==> config.mk <==
export PLATFORM = sky130hd
export DESIGN_NAME = bmp_stream_writer_flat
export DESIGN_NICKNAME = d
export VERILOG_FILES = /design/src/rtl/bmp_stream_writer_if.sv /design/src/rtl/bmp_stream_writer.sv /design/src/flat_wrapper.sv
export SDC_FILE = /design/constraint.sdc
export NUM_CORES = 1
export LEC_CHECK = 0
export CORE_ASPECT_RATIO = 0.9
export CORE_MARGIN = 1
export CORE_UTILIZATION = 40
export DETAILED_ROUTE_END_ITERATION = 12
export GPL_ROUTABILITY_DRIVEN = 0
export GPL_TIMING_DRIVEN = 0
export PLACE_DENSITY = 0.63
export SYNTH_ARGS = -nofsm -noshare
export SYNTH_HDL_FRONTEND = slang
export SYNTH_SLANG_ARGS = --single-unit
==> constraint.sdc <==
create_clock -name clk -period 3.2 [get_ports clk]
set_clock_uncertainty 0.05 [all_clocks]
set_input_delay 0.8 -clock clk [delete_from_list [all_inputs] [get_ports clk]]
set_output_delay 0.8 -clock clk [all_outputs]
set_load 0.005 [all_outputs]
==> src/rtl/bmp_stream_writer_if.sv <==
// Pixel-in / byte-out bus of the BMP stream writer.
// master: upstream pixel source plus downstream byte sink (testbench side).
// slave : the writer itself.
interface bmp_stream_writer_if;
    logic       start;
    logic       pix_valid;
    logic       pix_ready;
    logic [7:0] pix_r;
    logic [7:0] pix_g;
    logic [7:0] pix_b;
    logic       byte_valid;
    logic       byte_ready;
    logic [7:0] byte_data;
    logic       byte_last;
    logic       busy;
    logic       done;

    modport master (
        output start, pix_valid, pix_r, pix_g, pix_b, byte_ready,
        input  pix_ready, byte_valid, byte_data, byte_last, busy, done
    );

    modport slave (
        input  start, pix_valid, pix_r, pix_g, pix_b, byte_ready,
        output pix_ready, byte_valid, byte_data, byte_last, busy, done
    );
endinterface

==> src/rtl/bmp_stream_writer.sv <==
// Streaming 24-bit BMP serializer: 54-byte header, then B,G,R bytes per pixel
// in arrival order with each row zero-padded to a multiple of 4 bytes.
// Optional macro BMP_WRITER_GRAYSCALE_EN: each pixel becomes Y=(R+2G+B)>>2 on
// all three channel bytes; header stays 24 bpp.
module bmp_stream_writer #(
    parameter int WIDTH  = 768,
    parameter int HEIGHT = 512
) (
    input  logic              clk,
    input  logic              rst,
    bmp_stream_writer_if.slave bus
);
    localparam int ROWB  = ((WIDTH * 3 + 3) / 4) * 4;
    localparam int PADN  = ROWB - WIDTH * 3;
    localparam int IMGSZ = ROWB * HEIGHT;
    localparam int FSZ   = IMGSZ + 54;
    localparam int CW    = (WIDTH  > 1) ? $clog2(WIDTH)  : 1;
    localparam int RW    = (HEIGHT > 1) ? $clog2(HEIGHT) : 1;

    localparam logic [CW-1:0] COL_LAST = CW'(WIDTH - 1);
    localparam logic [RW-1:0] ROW_LAST = RW'(HEIGHT - 1);
    localparam logic [1:0]    PAD_LAST = 2'(PADN - 1);

    // Header as a 54-byte little-endian ROM, byte 0 in bits [7:0].
    localparam logic [431:0] HDR = {
        128'd0,            // [38..53] resolution, palette fields
        32'(IMGSZ),        // [34..37] image size
        32'd0,             // [30..33] no compression
        16'd24,            // [28..29] bits per pixel
        16'd1,             // [26..27] planes
        32'(HEIGHT),       // [22..25]
        32'(WIDTH),        // [18..21]
        32'd40,            // [14..17] info header size
        32'd54,            // [10..13] pixel data offset
        32'd0,             // [6..9]   reserved
        32'(FSZ),          // [2..5]   file size
        8'h4D, 8'h42       // "BM"
    };

    typedef enum logic [2:0] {S_IDLE, S_HDR, S_PIX, S_PAD, S_FIN} state_t;

    state_t        state_q, state_d;
    logic [5:0]    hdr_q,   hdr_d;
    logic [CW-1:0] col_q,   col_d;
    logic [RW-1:0] row_q,   row_d;
    logic [1:0]    pad_q,   pad_d;
    logic [1:0]    chan_q,  chan_d;
    logic [7:0]    g_q,     g_d;
    logic [7:0]    r_q,     r_d;
    logic [7:0]    bdata_q, bdata_d;
    logic          bvalid_q, bvalid_d;
    logic          blast_q,  blast_d;
    logic          busy_q,   busy_d;
    logic          done_q,   done_d;
    logic          pix_ready_c;

    logic       xfer, slot_free;
    logic [7:0] px_r, px_g, px_b;

    assign xfer      = bvalid_q && bus.byte_ready;
    // Output register can take a new byte when empty or emptying this cycle.
    assign slot_free = !bvalid_q || bus.byte_ready;

`ifdef BMP_WRITER_GRAYSCALE_EN
    logic [9:0] y_sum;
    assign y_sum = {2'b00, bus.pix_r} + {1'b0, bus.pix_g, 1'b0} + {2'b00, bus.pix_b};
    assign px_r  = y_sum[9:2];
    assign px_g  = y_sum[9:2];
    assign px_b  = y_sum[9:2];
`else
    assign px_r  = bus.pix_r;
    assign px_g  = bus.pix_g;
    assign px_b  = bus.pix_b;
`endif

    // Next-state, counter and output-register load logic.
    always_comb begin
        state_d     = state_q;
        hdr_d       = hdr_q;
        col_d       = col_q;
        row_d       = row_q;
        pad_d       = pad_q;
        chan_d      = chan_q;
        g_d         = g_q;
        r_d         = r_q;
        bdata_d     = bdata_q;
        bvalid_d    = bvalid_q;
        blast_d     = blast_q;
        busy_d      = busy_q;
        done_d      = 1'b0;
        pix_ready_c = 1'b0;

        if (xfer) begin
            bvalid_d = 1'b0;
            blast_d  = 1'b0;
        end

        case (state_q)
            S_IDLE: begin
                if (bus.start) begin
                    state_d = S_HDR;
                    busy_d  = 1'b1;
                    hdr_d   = '0;
                end
            end
            S_HDR: begin
                if (slot_free) begin
                    bdata_d  = HDR[{hdr_q, 3'b000} +: 8];
                    bvalid_d = 1'b1;
                    if (hdr_q == 6'd53) begin
                        state_d = S_PIX;
                        col_d   = '0;
                        row_d   = '0;
                        chan_d  = 2'd0;
                    end else begin
                        hdr_d = hdr_q + 6'd1;
                    end
                end
            end
            S_PIX: begin
                case (chan_q)
                    2'd0: begin
                        pix_ready_c = slot_free;
                        if (bus.pix_valid && slot_free) begin
                            bdata_d  = px_b;
                            bvalid_d = 1'b1;
                            g_d      = px_g;
                            r_d      = px_r;
                            chan_d   = 2'd1;
                        end
                    end
                    2'd1: begin
                        if (slot_free) begin
                            bdata_d  = g_q;
                            bvalid_d = 1'b1;
                            chan_d   = 2'd2;
                        end
                    end
                    default: begin
                        if (slot_free) begin
                            bdata_d  = r_q;
                            bvalid_d = 1'b1;
                            chan_d   = 2'd0;
                            if (col_q == COL_LAST) begin
                                col_d = '0;
                                if (PADN > 0) begin
                                    state_d = S_PAD;
                                    pad_d   = 2'd0;
                                end else if (row_q == ROW_LAST) begin
                                    state_d = S_FIN;
                                    blast_d = 1'b1;
                                end else begin
                                    row_d = row_q + 1'b1;
                                end
                            end else begin
                                col_d = col_q + 1'b1;
                            end
                        end
                    end
                endcase
            end
            S_PAD: begin
                if (slot_free) begin
                    bdata_d  = 8'h00;
                    bvalid_d = 1'b1;
                    if (pad_q == PAD_LAST) begin
                        pad_d = 2'd0;
                        if (row_q == ROW_LAST) begin
                            state_d = S_FIN;
                            blast_d = 1'b1;
                        end else begin
                            row_d   = row_q + 1'b1;
                            state_d = S_PIX;
                        end
                    end else begin
                        pad_d = pad_q + 2'd1;
                    end
                end
            end
            S_FIN: begin
                // Only the final byte can be pending here.
                if (xfer) begin
                    state_d = S_IDLE;
                    busy_d  = 1'b0;
                    done_d  = 1'b1;
                end
            end
            default: state_d = S_IDLE;
        endcase
    end

    // State and datapath registers; reset aborts any file in progress.
    always_ff @(posedge clk or posedge rst) begin
        if (rst) begin
            state_q  <= S_IDLE;
            hdr_q    <= '0;
            col_q    <= '0;
            row_q    <= '0;
            pad_q    <= '0;
            chan_q   <= '0;
            g_q      <= '0;
            r_q      <= '0;
            bdata_q  <= '0;
            bvalid_q <= 1'b0;
            blast_q  <= 1'b0;
            busy_q   <= 1'b0;
            done_q   <= 1'b0;
        end else begin
            state_q  <= state_d;
            hdr_q    <= hdr_d;
            col_q    <= col_d;
            row_q    <= row_d;
            pad_q    <= pad_d;
            chan_q   <= chan_d;
            g_q      <= g_d;
            r_q      <= r_d;
            bdata_q  <= bdata_d;
            bvalid_q <= bvalid_d;
            blast_q  <= blast_d;
            busy_q   <= busy_d;
            done_q   <= done_d;
        end
    end

    assign bus.pix_ready  = pix_ready_c;
    assign bus.byte_valid = bvalid_q;
    assign bus.byte_data  = bdata_q;
    assign bus.byte_last  = blast_q;
    assign bus.busy       = busy_q;
    assign bus.done       = done_q;
endmodule

==> src/flat_wrapper.sv <==
// flat-port wrapper written by rule: the top's interface ports become plain ports
module bmp_stream_writer_flat 
#(
    parameter int WIDTH  = 768,
    parameter int HEIGHT = 512
)
  (clk, rst, bus_start, bus_pix_valid, bus_pix_r, bus_pix_g, bus_pix_b, bus_byte_ready, bus_pix_ready, bus_byte_valid, bus_byte_data, bus_byte_last, bus_busy, bus_done);
  bmp_stream_writer_if bus_i ();
  input  logic clk;
  input  logic rst;
  input wire logic [$bits(bus_i.start)-1:0] bus_start;
  input wire logic [$bits(bus_i.pix_valid)-1:0] bus_pix_valid;
  input wire logic [$bits(bus_i.pix_r)-1:0] bus_pix_r;
  input wire logic [$bits(bus_i.pix_g)-1:0] bus_pix_g;
  input wire logic [$bits(bus_i.pix_b)-1:0] bus_pix_b;
  input wire logic [$bits(bus_i.byte_ready)-1:0] bus_byte_ready;
  output wire logic [$bits(bus_i.pix_ready)-1:0] bus_pix_ready;
  output wire logic [$bits(bus_i.byte_valid)-1:0] bus_byte_valid;
  output wire logic [$bits(bus_i.byte_data)-1:0] bus_byte_data;
  output wire logic [$bits(bus_i.byte_last)-1:0] bus_byte_last;
  output wire logic [$bits(bus_i.busy)-1:0] bus_busy;
  output wire logic [$bits(bus_i.done)-1:0] bus_done;
  assign bus_i.start = bus_start;
  assign bus_i.pix_valid = bus_pix_valid;
  assign bus_i.pix_r = bus_pix_r;
  assign bus_i.pix_g = bus_pix_g;
  assign bus_i.pix_b = bus_pix_b;
  assign bus_i.byte_ready = bus_byte_ready;
  assign bus_pix_ready = bus_i.pix_ready;
  assign bus_byte_valid = bus_i.byte_valid;
  assign bus_byte_data = bus_i.byte_data;
  assign bus_byte_last = bus_i.byte_last;
  assign bus_busy = bus_i.busy;
  assign bus_done = bus_i.done;
  bmp_stream_writer #(.WIDTH(WIDTH), .HEIGHT(HEIGHT)) u_core (.clk(clk), .rst(rst), .bus(bus_i));
endmodule
==> results of run 1 <==
-- power by group through the flow --
stage | Sequential (mW) | Clock [mW] | Combinational (mW)
after floorplan | 0.913 | 0 | 0.406
after global placement | 0.927 | 0 | 0.617
after detailed placement | 0.928 | 0 | 0.624
after CTS | 0.916 | 0.823 | 0.629
after global routing | 0.929 | 0.849 | 0.703
final | 0.916 | 0.804 | 0.632
-- timing repair --
item                                    4_1_cts  5_1_grt
endpoints found under the setup margin        1        1
setup buffers                                 1        0
pin swaps                                     1        1
resized for setup                             1        1
hold buffers                                  0        0
gates cloned                                  0        0
-- worst reg2reg max path, delay by kind of cell (launching register included) --
| family | cells | cell delay, ns |
|---|---|---|
| flip-flops | 1 | 0.40 |
| AO/OA/AOI/OAI | 1 | 0.31 |
| buffers and inverters | 1 | 0.17 |
| AND/OR/NAND/NOR | 6 | 1.49 |
| adder cells (fa/ha/maj) | 2 | 0.46 |
-- state kept, by name, summed over array words and instances, names as in the netlist, 3 cells and up --
| signal | count |
|---|---|
| u_core.bus.byte_data | 8 |
| u_core.col_q | 10 |
| u_core.g_q | 8 |
| u_core.hdr_q | 6 |
| u_core.r_q | 8 |
| u_core.row_q | 9 |
| u_core.state_q | 3 |
-- Yosys cell counts (5+ instances only) --
cell type and number:
sky130_fd_sc_hd__mux2_2 17, sky130_fd_sc_hd__mux2i_1 9, sky130_fd_sc_hd__nor2_1 22, sky130_fd_sc_hd__a21oi_1 14, sky130_fd_sc_hd__nand2b_1 11, sky130_fd_sc_hd__dfrtp_1 60
sky130_fd_sc_hd__nand2_1 36, sky130_fd_sc_hd__o21ai_0 32, sky130_fd_sc_hd__nand3_1 13, sky130_fd_sc_hd__nand4_1 5, sky130_fd_sc_hd__ha_1 10, sky130_fd_sc_hd__clkbuf_1 13
sky130_fd_sc_hd__a31oi_1 6, sky130_fd_sc_hd__nor2b_1 6, sky130_fd_sc_hd__o31ai_1 19, sky130_fd_sc_hd__inv_1 8
-- final timing paths --
check,from,end,cells after the start
min in group asynchronous,rst,u_core.col_q[3],2
setup reg to reg,u_core.row_q[0],u_core.row_q[5],10
setup / recovery,bus_byte_ready,bus_pix_ready,4
max in group asynchronous,rst,u_core.bus.byte_data[1],3
hold / removal,u_core.bus.byte_last,u_core.bus.byte_last,2
hold reg to reg,u_core.bus.byte_last,u_core.bus.byte_last,2
-- through the flow --
| stage | power (mW) | TNS [ns] | setup WS [ns] | instance area (um2) |
|---|---|---|---|---|
| floorplan | 1.319 | 0 | 0.4519 | 3318 |
| global placement | 1.544 | -17.77 | -0.2980 | 3852 |
| detailed placement | 1.552 | -0.02141 | -0.02141 | 3872 |
| CTS | 2.368 | 0 | 0.02279 | 4118 |
| global route | 2.481 | 0 | 0.01180 | 4119 |
| finish | 2.352 | 0 | 0.06319 | 4119 |
-- metal layers --
metal	vias up	wire length, um
li1	1379	-
met1	1332	3685
met2	58	3468
met3	10	347
met4	0	94
met5	-	0
-- cell families after synthesis --
group / share of synthesized area
AND/OR/NAND/NOR: 0.1908
AO/OA/AOI/OAI: 0.2025
flip-flops: 0.4525
buffers and inverters: 0.03167
multiplexers: 0.08484
adder cells (fa/ha/maj): 0.03771
-- cell type report --
class	count	area, um2	area share
sequential	60	1501	0.3645
tap	99	123.9	0.03007
multi-input combinational	257	1715	0.4165
clock buffer	11	151.4	0.03676
timing repair buffer	43	437.9	0.1063
clock inverter	5	83.83	0.02035
inverter	8	30.03	0.007290
buffer	18	75.07	0.01823
==> impl_metrics.csv, run 1 <==
group,metric,value,unit
outcome,outcome,"finished, violations left",
outcome,failed_checks,"DRC",
drt,detail_route.first_pass.iterations,8,
placed_design,detailedPlacementHpwl,5438,um
logic_synthesis,yosysWarningCount,0,
clock_tree,cts_max_level,3,
hold_path,hold_class,"reg -> reg",
logic_synthesis,synth_async_sr_flop_share,1.000,
logic_synthesis,postSynthRegisterBits,60,
global_routing,pin_count_of_the_biggest_net_entering_global_routing,41,
setup_path,timing.critical_path.max_delay_family,"buffers and inverters",
setup_path,worst-endpoint-required,2.35,ns
placed_design,total_of_buffers_placed_on_input_and_output_ports,41,
floorplan,num_io_pins,42,
final_layout,num-nets-final,436,
power,power.net_switching,728.9,uW
floorplan,num_rows,31,
logic_synthesis,synth_cells,343,
floorplan,die_width,98.01,um
drt,routed_wl,7595,um
global_routing,met2_usage,0.2913,
sta,fin_hold_ws,0.4388,ns
sta,slew_headroom,0.5341,
logic_synthesis,ys_top_cells_by_area,"sky130_fd_sc_hd__dfrtp_1, sky130_fd_sc_hd__mux2_2, sky130_fd_sc_hd__o21ai_0",
floorplan,die-area,0.008664,mm2
sta,setup_viol,0,
final_layout,num-fill-cells,741,
setup_path,cp_slowest_cell,"sky130_fd_sc_hd__clkdlybuf4s50_1",
logic_synthesis,yosys.area.top_type_share,0.4525,
sta,finalWorstPathRequiredPeriod,3.137,ns
final_layout,post_route_cells_drive_above_1_share,0.1294,
clock_tree,tritoncts.num_buffers,9,
logic_synthesis,synth.net_count,382,
logic_synthesis,synth-edff-count,0,
setup_path,setup.worst_path.end_class,"output pin",
global_routing,grt_util_all_layers,0.1895,
setup_path,critical_path_peak_fanout,7,
final_layout,most_common_cell_after_layout_fill_and_taps_aside,"sky130_fd_sc_hd__dfrtp_1",
global_routing,grt_most_used_layer,"met2",
clock_tree,cts_sinks,60,
final_layout,antenna-diode-count,0,
drt,drc,2,
global_routing,grt-ovfl-total,0,
setup_path,worstPathArrival,2.29,ns
setup_path,timing.critical_path.buf_inv,2,
sta,period_share,0.9803,
sta,finalHoldViolCount,0,
placed_design,placed_instances,484,
final_layout,utilization,0.5130,
setup_path,timing.setup.critical_path_class,"in -> out",
power,switching_share,0.3099,
flow_run,max_cap_viol_count,0,
power,power.share.combinational,0.269,
clock_tree,cts.path.max_buffers,2,
setup_path,r2r_setup_slack,0.23,ns
final_layout,synthToLayoutAreaGrowth,24.13,%
floorplan,start_util,0.4133,
global_routing,grt_antenna_before_repair,0,
logic_synthesis,synthFlopType,"sky130_fd_sc_hd__dfrtp_1",
clock_tree,clock_latency,0.35,ns
logic_synthesis,most_area_hungry_cell_type_in_the_yosys_netlist,"sky130_fd_sc_hd__dfrtp_1",
drt,routed_length_per_instance,15.16,um
final_layout,layout.cells.most_common_list,"sky130_fd_sc_hd__dfrtp_1, sky130_fd_sc_hd__clkdlybuf4s50_1, sky130_fd_sc_hd__nand2_1",
sta,drv_slew,0,
floorplan,fp.dieH,88.41,um
power,power.density,571.1,mW/mm2
drt,vias_per_cell,5.547,
logic_synthesis,synth_area,0.003318,mm2
clock_tree,tritoncts,"done",
drt,route.vias.total,2779,
power,cellLeakagePower,1.773,nW
floorplan,design.core.area,0.008029,mm2
final_layout,final-instance-count-excl-fill,501,
logic_synthesis,synth.distinct_cells,54,
setup_path,cp_slowest_stage_delay,0.57,ns
power,max-vdd-ir-drop,349.9,uV
global_routing,global_route_wire_length_before_repair,12630,um
logic_synthesis,avgSynthCellArea,9.674,um2
sta,rsz0062_at_grt,"false",
setup_path,startpoint_type,"primary input",
power,power.share.sequential,0.389,
clock_tree,cts.root.buffer_cell,"sky130_fd_sc_hd__clkbuf_8",
drt,detailedRoute.firstIterationViolations,142,
setup_path,crit_path_cell_trace,"clkdlybuf4s50_1, nor2b_2, nor4_2, clkdlybuf4s50_1",
setup_path,worst_path_most_repeated_cell,"sky130_fd_sc_hd__clkdlybuf4s50_1",
logic_synthesis,yosysSeqAreaShare,0.4525,
clock_tree,clkSlewWorstSetupHoldPaths,0.07,ns
global_routing,use_met3,0.05450,
drt,postRouteAntennaNets,0,
global_routing,first_global_vias,2611,
sta,tightest_slew,0.6957,ns
power,portion_of_total_power_attributed_to_the_clock_network,0.342,
global_routing,grt.met1_usage,0.2556,
sta,maximum_operating_frequency,0.3188,GHz
power,power.internal,1.623,mW
Note: power is estimated with default switching activity, not from simulation.
==> run 2: changes to the inputs <==
- DONT_BUFFER_PORTS: not set -> 1
- PLACE_DENSITY: 0.63 -> 0.56
==> impl_metrics.csv, run 2 (same netlist as run 1, synthesis figures left out) <==
group,metric,value,unit
outcome,outcome,"finished, violations left",
outcome,failed_checks,"DRC",
power,switching_share,0.3373,
power,power.net_switching,721.9,uW
floorplan,start_util,0.4133,
clock_tree,tritoncts.num_buffers,9,
sta,setup_viol,0,
final_layout,multi_input_comb_area,0.001712,mm2
final_layout,ff_latch_area,0.001501,mm2
flow_run,max_cap_viol_count,0,
setup_path,worst-endpoint-required,3.40,ns
placed_design,pre_cts_slack,0.2835,ns
global_routing,grt.met1_usage,0.2514,
global_routing,grt_antenna_before_repair,0,
setup_path,startpoint_type,"flop",
final_layout,finish.instance_area,0.003661,mm2
clock_tree,cts_sinks,60,
final_layout,post_route_cells_drive_above_1_share,0.1361,
power,max-vdd-ir-drop,451.3,uV
global_routing,use_met3,0.06714,
sta,rsz0062_at_grt,"false",
sta,period_share,0.9216,
final_layout,utilization,0.4560,
drt,vias_per_cell,5.763,
placed_design,place_area,0.003462,mm2
floorplan,die-area,0.008664,mm2
power,power.density,584.6,mW/mm2
power,power.internal,1.418,mW
drt,postRouteAntennaNets,0,
drt,detailedRoute.firstIterationViolations,135,
global_routing,first_global_vias,2548,
global_routing,pin_count_of_the_biggest_net_entering_global_routing,34,
clock_tree,cts-hold-fix-buffers,0,
final_layout,top_regs,"u_core.col_q: 10 flops, u_core.row_q: 9 flops",
setup_path,setup.worst_path.end_class,"flop",
clock_tree,clock_latency,0.35,ns
hold_path,hold_class,"in -> async",
power,power.share.sequential,0.433,
final_layout,num-fill-cells,767,
sta,drv_slew,0,
final_layout,final-instance-count-excl-fill,459,
floorplan,die_width,98.01,um
final_layout,synthToLayoutAreaGrowth,10.33,%
global_routing,grt-ovfl-total,0,
setup_path,critical_path_peak_fanout,7,
final_layout,num-nets-final,394,
floorplan,design.core.area,0.008029,mm2
final_layout,largest_register_ff_count,10,
drt,drc,2,
clock_tree,clkSlewWorstSetupHoldPaths,0.07,ns
power,power.share.combinational,0.243,
global_routing,grt_util_all_layers,0.1886,
setup_path,timing.setup.critical_path_class,"reg -> reg",
setup_path,worstPathArrival,3.15,ns
power,p_total,2.140,mW
sta,fin_hold_ws,0.3548,ns
sta,finalWorstPathRequiredPeriod,2.949,ns
global_routing,global_route_wire_length_before_repair,12700,um
final_layout,most_common_cell_after_layout_fill_and_taps_aside,"sky130_fd_sc_hd__dfrtp_1",
power,portion_of_total_power_attributed_to_the_clock_network,0.324,
clock_tree,cts.path.max_buffers,2,
clock_tree,cts_repair_resize_count,0,
placed_design,total_of_buffers_placed_on_input_and_output_ports,0,
clock_tree,tritoncts,"done",
clock_tree,cts_max_level,3,
placed_design,placed_instances,443,
drt,route.vias.total,2645,
global_routing,met2_usage,0.2907,
sta,finalHoldViolCount,0,
placed_design,detailedPlacementHpwl,5314,um
floorplan,fp.dieH,88.41,um
floorplan,num_rows,31,
global_routing,grt_most_used_layer,"met2",
drt,detail_route.first_pass.iterations,8,
sta,setup_total_negative_slack,0,ns
power,cellLeakagePower,1.587,nW
clock_tree,cts.root.buffer_cell,"sky130_fd_sc_hd__clkbuf_8",
final_layout,layout.cells.most_common_list,"sky130_fd_sc_hd__dfrtp_1, sky130_fd_sc_hd__nand2_1, sky130_fd_sc_hd__o21ai_0",
final_layout,antenna-diode-count,0,
floorplan,num_io_pins,42,
sta,slew_headroom,0.5245,
final_layout,largest_register,"u_core.col_q",
sta,maximum_operating_frequency,0.3391,GHz
drt,routed_length_per_instance,16.50,um
drt,routed_wl,7572,um
sta,tightest_slew,0.7102,ns
clock_tree,cts.repair_timing.setup_buffer_count,0,
sta,final_critical_path_setup_slack,0.2508,ns
[run 2: cell count changes in the layout (fill, tap and decap cells not counted)]
cell / change
sky130_fd_sc_hd__clkinvlp_4: +1
sky130_fd_sc_hd__clkinv_2: +1
sky130_fd_sc_hd__clkbuf_8: -2
sky130_fd_sc_hd__clkinv_4: -1
sky130_fd_sc_hd__and2b_1: +1
sky130_fd_sc_hd__bufinv_16: -1
sky130_fd_sc_hd__clkdlybuf4s50_1: -41
sky130_fd_sc_hd__buf_4: -1
sky130_fd_sc_hd__inv_6: +2
sky130_fd_sc_hd__nor2b_1: +1
sky130_fd_sc_hd__and2b_2: -1
sky130_fd_sc_hd__nor2b_2: -1
[run 2: power by group through the flow]
stage / clock network [mW] / logic, mW / registers, mW
final: 0.693 / 0.519 / 0.928
after detailed placement: 0 / 0.512 / 0.941
after global routing: 0.750 / 0.590 / 0.941
after floorplan: 0 / 0.406 / 0.913
after global placement: 0 / 0.504 / 0.939
after CTS: 0.720 / 0.519 / 0.927
[run 2: metal layers]
metal  routed length, um  vias to the layer above
met3                 470                        6
met2                3377                       62
li1                    -                     1297
met1                3660                     1280
met4                  64                        0
met5                   0                        -
[run 2: cell type report]
cell class | count | share of cell area
plain buffers | 18 | 0.02051
clock buffers | 9 | 0.03383
clock inverters | 7 | 0.02051
inverters | 8 | 0.008202
multi-input cells | 257 | 0.4675
flip-flops and latches | 60 | 0.4101
well taps | 99 | 0.03383
repair buffers | 1 | 0.005468
[run 2: worst paths after layout]
| path | endpoint | startpoint | slack, ns | cells after the start |
|---|---|---|---|---|
| setup / recovery | u_core.row_q[5] | u_core.row_q[0] | 0.25 | 10 |
| hold / removal | u_core.g_q[1] | rst | 0.35 | 1 |
| setup reg to reg | u_core.row_q[5] | u_core.row_q[0] | 0.25 | 10 |
| hold reg to reg | u_core.row_q[7] | u_core.row_q[7] | 0.45 | 1 |
| max in group asynchronous | u_core.row_q[0] | rst | 2.15 | 2 |
| min in group clk | u_core.row_q[7] | u_core.row_q[7] | 0.45 | 1 |
[run 2: critical path, stage by stage (launching register included)]
cell and delay (ns):
sky130_fd_sc_hd__dfrtp_1 0.41, sky130_fd_sc_hd__ha_1 0.25, sky130_fd_sc_hd__and3_1 0.20, sky130_fd_sc_hd__and3_1 0.20, sky130_fd_sc_hd__and3_1 0.19, sky130_fd_sc_hd__ha_1 0.19
sky130_fd_sc_hd__and2_1 0.19, sky130_fd_sc_hd__or3_1 0.34, sky130_fd_sc_hd__or3_1 0.35, sky130_fd_sc_hd__buf_2 0.17, sky130_fd_sc_hd__o41ai_2 0.30
